==> config.mk <==
export PLATFORM = sky130hd
export DESIGN_NAME = wb_regfile
export DESIGN_NICKNAME = d
export VERILOG_FILES = /design/src/rtl/wb_regfile.sv
export SDC_FILE = /design/constraint.sdc
export NUM_CORES = 2
export LEC_CHECK = 0
export BUFFER_PORTS_ARGS = -buffer_cell sky130_fd_sc_hd__buf_2
export CORE_UTILIZATION = 48
export CTS_CLUSTER_DIAMETER = 60
export DETAILED_ROUTE_END_ITERATION = 8
export SLEW_MARGIN = 30
export SYNTH_ARGS = -nofsm -noshare
export SYNTH_HDL_FRONTEND = slang
export SYNTH_SLANG_ARGS = --single-unit
==> constraint.sdc <==
create_clock -name clk -period 37.7 [get_ports clk]
set_clock_uncertainty 0.2 [all_clocks]
set_input_delay 1.885 -clock clk [delete_from_list [all_inputs] [get_ports clk]]
set_output_delay 1.885 -clock clk [all_outputs]
set_load 0.02 [all_outputs]
==> src/rtl/wb_regfile.sv <==
// MIPS 32-entry general register file at the MEM/WB boundary, with write-to-read bypass and debug counters.
// Optional macro WB_REGFILE_TRACE_EN adds a registered commit trace port set.
module wb_regfile #(
    parameter int DATA_W = 32,
    parameter int ADDR_W = 5,
    parameter int BYPASS = 1
) (
    input  logic              clk,
    input  logic              reset,
    input  logic              wb_regwrite,
    input  logic [31:0]       wb_pc,
    input  logic [ADDR_W-1:0] wb_wbadd,
    input  logic [DATA_W-1:0] wb_wbdata,
    input  logic [ADDR_W-1:0] rs_addr,
    input  logic [ADDR_W-1:0] rt_addr,
    output logic [DATA_W-1:0] rs_data,
    output logic [DATA_W-1:0] rt_data,
    output logic [31:0]       retire_cnt,
    output logic [31:0]       last_wb_pc
`ifdef WB_REGFILE_TRACE_EN
    ,
    output logic [31:0]       debug_wb_pc,
    output logic              debug_wb_rf_wen,
    output logic [ADDR_W-1:0] debug_wb_rf_wnum,
    output logic [DATA_W-1:0] debug_wb_rf_wdata
`endif
);

    localparam int DEPTH = 2**ADDR_W;

    logic [DATA_W-1:0] regs_q [1:DEPTH-1];
    logic [31:0]       retire_cnt_q, retire_cnt_d;
    logic [31:0]       last_pc_q, last_pc_d;
    logic              commit;

    // Gating with reset also kills bypass while the array is held clear.
    assign commit = wb_regwrite && (wb_wbadd != '0) && !reset;

    always_ff @(posedge clk or posedge reset) begin
        if (reset) begin
            for (int i = 1; i < DEPTH; i++) begin
                regs_q[i] <= '0;
            end
        end else if (commit) begin
            regs_q[wb_wbadd] <= wb_wbdata;
        end
    end

    always_comb begin
        retire_cnt_d = retire_cnt_q;
        last_pc_d    = last_pc_q;
        if (commit) begin
            retire_cnt_d = retire_cnt_q + 32'd1;
            last_pc_d    = wb_pc;
        end
    end

    always_ff @(posedge clk or posedge reset) begin
        if (reset) begin
            retire_cnt_q <= '0;
            last_pc_q    <= '0;
        end else begin
            retire_cnt_q <= retire_cnt_d;
            last_pc_q    <= last_pc_d;
        end
    end

    assign retire_cnt = retire_cnt_q;
    assign last_wb_pc = last_pc_q;

    always_comb begin
        rs_data = '0;
        if (rs_addr != '0) begin
            if ((BYPASS != 0) && commit && (rs_addr == wb_wbadd)) begin
                rs_data = wb_wbdata;
            end else begin
                rs_data = regs_q[rs_addr];
            end
        end
    end

    always_comb begin
        rt_data = '0;
        if (rt_addr != '0) begin
            if ((BYPASS != 0) && commit && (rt_addr == wb_wbadd)) begin
                rt_data = wb_wbdata;
            end else begin
                rt_data = regs_q[rt_addr];
            end
        end
    end

`ifdef WB_REGFILE_TRACE_EN
    logic [31:0]       dbg_pc_q, dbg_pc_d;
    logic              dbg_wen_q;
    logic [ADDR_W-1:0] dbg_wnum_q, dbg_wnum_d;
    logic [DATA_W-1:0] dbg_wdata_q, dbg_wdata_d;

    always_comb begin
        dbg_pc_d    = dbg_pc_q;
        dbg_wnum_d  = dbg_wnum_q;
        dbg_wdata_d = dbg_wdata_q;
        if (commit) begin
            dbg_pc_d    = wb_pc;
            dbg_wnum_d  = wb_wbadd;
            dbg_wdata_d = wb_wbdata;
        end
    end

    always_ff @(posedge clk or posedge reset) begin
        if (reset) begin
            dbg_pc_q    <= '0;
            dbg_wen_q   <= 1'b0;
            dbg_wnum_q  <= '0;
            dbg_wdata_q <= '0;
        end else begin
            dbg_pc_q    <= dbg_pc_d;
            dbg_wen_q   <= commit;
            dbg_wnum_q  <= dbg_wnum_d;
            dbg_wdata_q <= dbg_wdata_d;
        end
    end

    assign debug_wb_pc       = dbg_pc_q;
    assign debug_wb_rf_wen   = dbg_wen_q;
    assign debug_wb_rf_wnum  = dbg_wnum_q;
    assign debug_wb_rf_wdata = dbg_wdata_q;
`endif

endmodule

==> results.py <==
metrics = {
    "status": {
        "status": "finished clean",
    },
    "critical_path": {
        "r2r.worst_path.cells": 6,
        "worst_setup_path_start_kind": "input pin",
        "crit_buf_inv": 5,
        "cp_cell_sequence": "buf_8 > buf_12 > buf_16 > buf_6 > mux4_1 > nor2_1 > or4_1 > and3_1 > a221oi_1 > buf_2",
        "regToRegSetupSlack_ps": 35270,
        "end_kind": "primary output",
        "r2r_end": "retire_cnt[22]$_DFFE_PP0P_",
        "cp.required_ps": 35620,
        "cp_top_family": "buffers and inverters",
        "max_stage_delay_ps": 650,
        "critPathArrivalTime_ps": 6030,
        "critPathMaxFanout": 74,
        "reg2reg_from": "retire_cnt[0]$_DFFE_PP0P_",
        "path_class": "in -> out",
        "slowest_stage": "buf_6",
    },
    "synthesis": {
        "synthSimpleGateAreaFrac": 0.0555,
        "synth_most_common_cell": "dfrtp_1",
        "synth_compound_area_frac": 0.0745,
        "synth_xor_area_frac": 0.00620,
        "synth_edf_count": 0,
        "synth_cell_types": 61,
        "synth_fa_ha_area_frac": 0.000216,
        "synth_seq_area_share": 0.456,
        "synth_top_area_cell": "dfrtp_1",
        "synth_top_area_share": 0.456,
        "muxShareOfSynthArea": 0.366,
        "yosys_warnings": 0,
        "synth_top_family_by_area": "multiplexers",
        "synthesis.area_um2": 57900,
        "ys_ff_latch": 1056,
        "synth_commonest_cells": "dfrtp_1 (1056), mux2_2 (1048), mux2i_1 (707), a22oi_1 (288), nand2_1 (285)",
        "ys_top_cells_by_area": "dfrtp_1 (46%), mux2_2 (20%), mux2i_1 (12%)",
        "syn_area_per_cell_um2": 12.4,
        "syn-num-nets": 4763,
        "syn_inst": 4680,
        "yosys_most_used_dff": "dfrtp_1",
        "async_flop_share": 1.00,
    },
    "layout": {
        "final_area_um2": 64300,
        "drive_gt1_frac": 0.361,
        "areaGrowthSynthToFinish_pct": 10.9,
        "nNetsFinal": 4736,
        "instances_no_fill": 6373,
    },
    "route": {
        "drt-vias-per-instance": 6.54,
        "vias": 41700,
        "ant_nets": 0,
        "drt_pass1_iterations": 5,
        "post-route-drc-count": 0,
        "wl_per_cell_um": 31.3,
        "initialDrtViolationCount": 4075,
        "drt_wl_total_um": 200000,
    },
    "cts": {
        "clock_latency_ps": 770,
        "cts.sinks": 1056,
        "h-tree-depth": 4,
        "cts_max_path_buffers": 3,
        "cts_tree": "done",
        "cts_resized": 0,
        "postCtsHoldBufs": 0,
        "cts_buffers": 130,
        "clk_pin_slew_ps": 50,
        "root_buffer": "clkbuf_16",
        "post-cts-setup-buffers": 0,
    },
    "global_routing": {
        "grt_pass1_wl_um": 291000,
        "grt_pass1_vias": 41400,
        "grt_usage": 0.326,
        "grt_overflow": 0,
        "grt_max_degree": 181,
        "antenna_found_initial": 11,
    },
    "timing": {
        "fin_crit_sh": 0.215,
        "worst_pin_slew_ps": 1020,
        "whs_ps": 268,
        "slew_headroom": 0.321,
        "layout_min_cycle_time_ps": 8120,
        "fin_tns_setup_ps": 0,
        "hold_viol_final": 0,
        "fmax_mhz": 123,
        "rsz0062_at_grt": "false",
        "setup_viol": 0,
        "final-max-slew-violation-count": 0,
    },
    "power_and_ir_drop": {
        "totalPowerFinal_mw": 3.20,
        "power.density_nw_per_um2": 49.8,
        "vdd_drop_max_v": 0.0000408,
        "p_leak_nw": 30.2,
    },
    "flow_run": {
        "maxCapViolCount": 0,
    },
    "die": {
        "dieHeight_um": 349,
        "core_region_area_um2": 120000,
        "dieArea_um2": 122000,
        "rows": 127,
        "floorplan.initialDensity": 0.484,
        "die_x_um": 349,
        "io-pin-count": 210,
    },
    "min_path": {
        "hold_path.class": "reg -> reg",
        "hold-path-endpoint": "last_wb_pc[3]$_DFFE_PP0P_",
        "holdPathStages": 2,
        "hold_start": "last_wb_pc[3]$_DFFE_PP0P_",
    },
    "place": {
        "dp.cells": 6128,
        "place_hpwl_um": 115000,
        "placed_area_um2": 59800,
        "port_buffers": 209,
        "gp_congestion": 0.854,
    },
}
## worst max-delay path by stage
stage               startpoint                   endpoint  depth (start not counted)
finish              rt_addr[1]                 rt_data[1]                         10
global route        rt_addr[1]                 rt_data[1]                         10
CTS                 rt_addr[1]                 rt_data[1]                          9
detailed placement  rt_addr[1]                 rt_data[1]                          9
global placement    rt_addr[1]                 rt_data[1]                          9
floorplan                reset  last_wb_pc[0]$_DFFE_PP0P_                          1
## cells by family (layout without fill, tap and decap cells)
logic type,Yosys count,after routing
buffers and inverters,479,552
XOR/XNOR,41,41
AND/OR/NAND/NOR,665,665
multiplexers,1862,1862
flip-flops,1056,1056
AO/OA/AOI/OAI,576,576
adder cells (fa/ha/maj),1,1
other,0,8
## per-stage QoR
| step | setup slack (ps) | util |
|---|---|---|
| global placement | 29450 | 0.499 |
| floorplan | 5890 | - |
| finish | 29580 | 0.536 |
| CTS | 29510 | 0.535 |
| detailed placement | 29510 | 0.499 |
| global route | 29410 | 0.536 |
## worst min-delay path, cell delays in order, from the launching register on
cell	delay, ps
dfrtp_1	330
nand2_1	50
nand2_1	60
## registers in the layout, indices dropped and copies added (netlist names)
signal      flops
retire_cnt     32
last_wb_pc     32
regs_q        992
## final cells by class
cell class | count | area, um^2
Clock inverter | 47 | 518
Sequential cell | 1056 | 26400
Timing Repair Buffer | 313 | 2060
Inverter | 7 | 33.8
Fill cell | 10400 | 55600
Tap cell | 1612 | 2020
Multi-Input combinational cell | 3145 | 29400
Antenna cell | 8 | 20.0
Clock buffer | 185 | 3770
## layout by cell type (no fill, tap or decap), types with 11 or more instances in the layout
cell          n
clkinv_2     17
a21oi_1      74
clkbuf_1     27
o22ai_1      15
a22o_1       22
mux4_2       70
nand2_2      17
and3_1       21
mux2i_1     707
clkbuf_16   133
nor2_1       51
mux4_1       21
and4_1       45
nand2_1     269
a22oi_1     288
nand3_1     167
dfrtp_1    1056
o21ai_0      42
or4_1        11
mux2_1       16
mux2_2     1048
xor2_1       15
nor2_4       22
buf_4        86
a221oi_1     87
buf_2       205
nor2b_4      11
xnor2_1      26
a221oi_2     11
clkbuf_8     25
## metal layers
layer	vias up	routed length, um	share of wire	GRT usage
met4	6	8620	0.043	0.136
met3	498	17300	0.087	0.0762
met2	1927	89200	0.45	0.494
met5	-	87	0.00044	0
met1	21800	84500	0.42	0.448
li1	17500	-	-	-
## report_power, final
group / total, mW / internal (mW) / switching (mW)
clock network: 1.26 / 0.748 / 0.514
logic: 0.542 / 0.261 / 0.281
registers: 1.40 / 1.28 / 0.115
No activity file was read; power rests on OpenSTA's default activity.
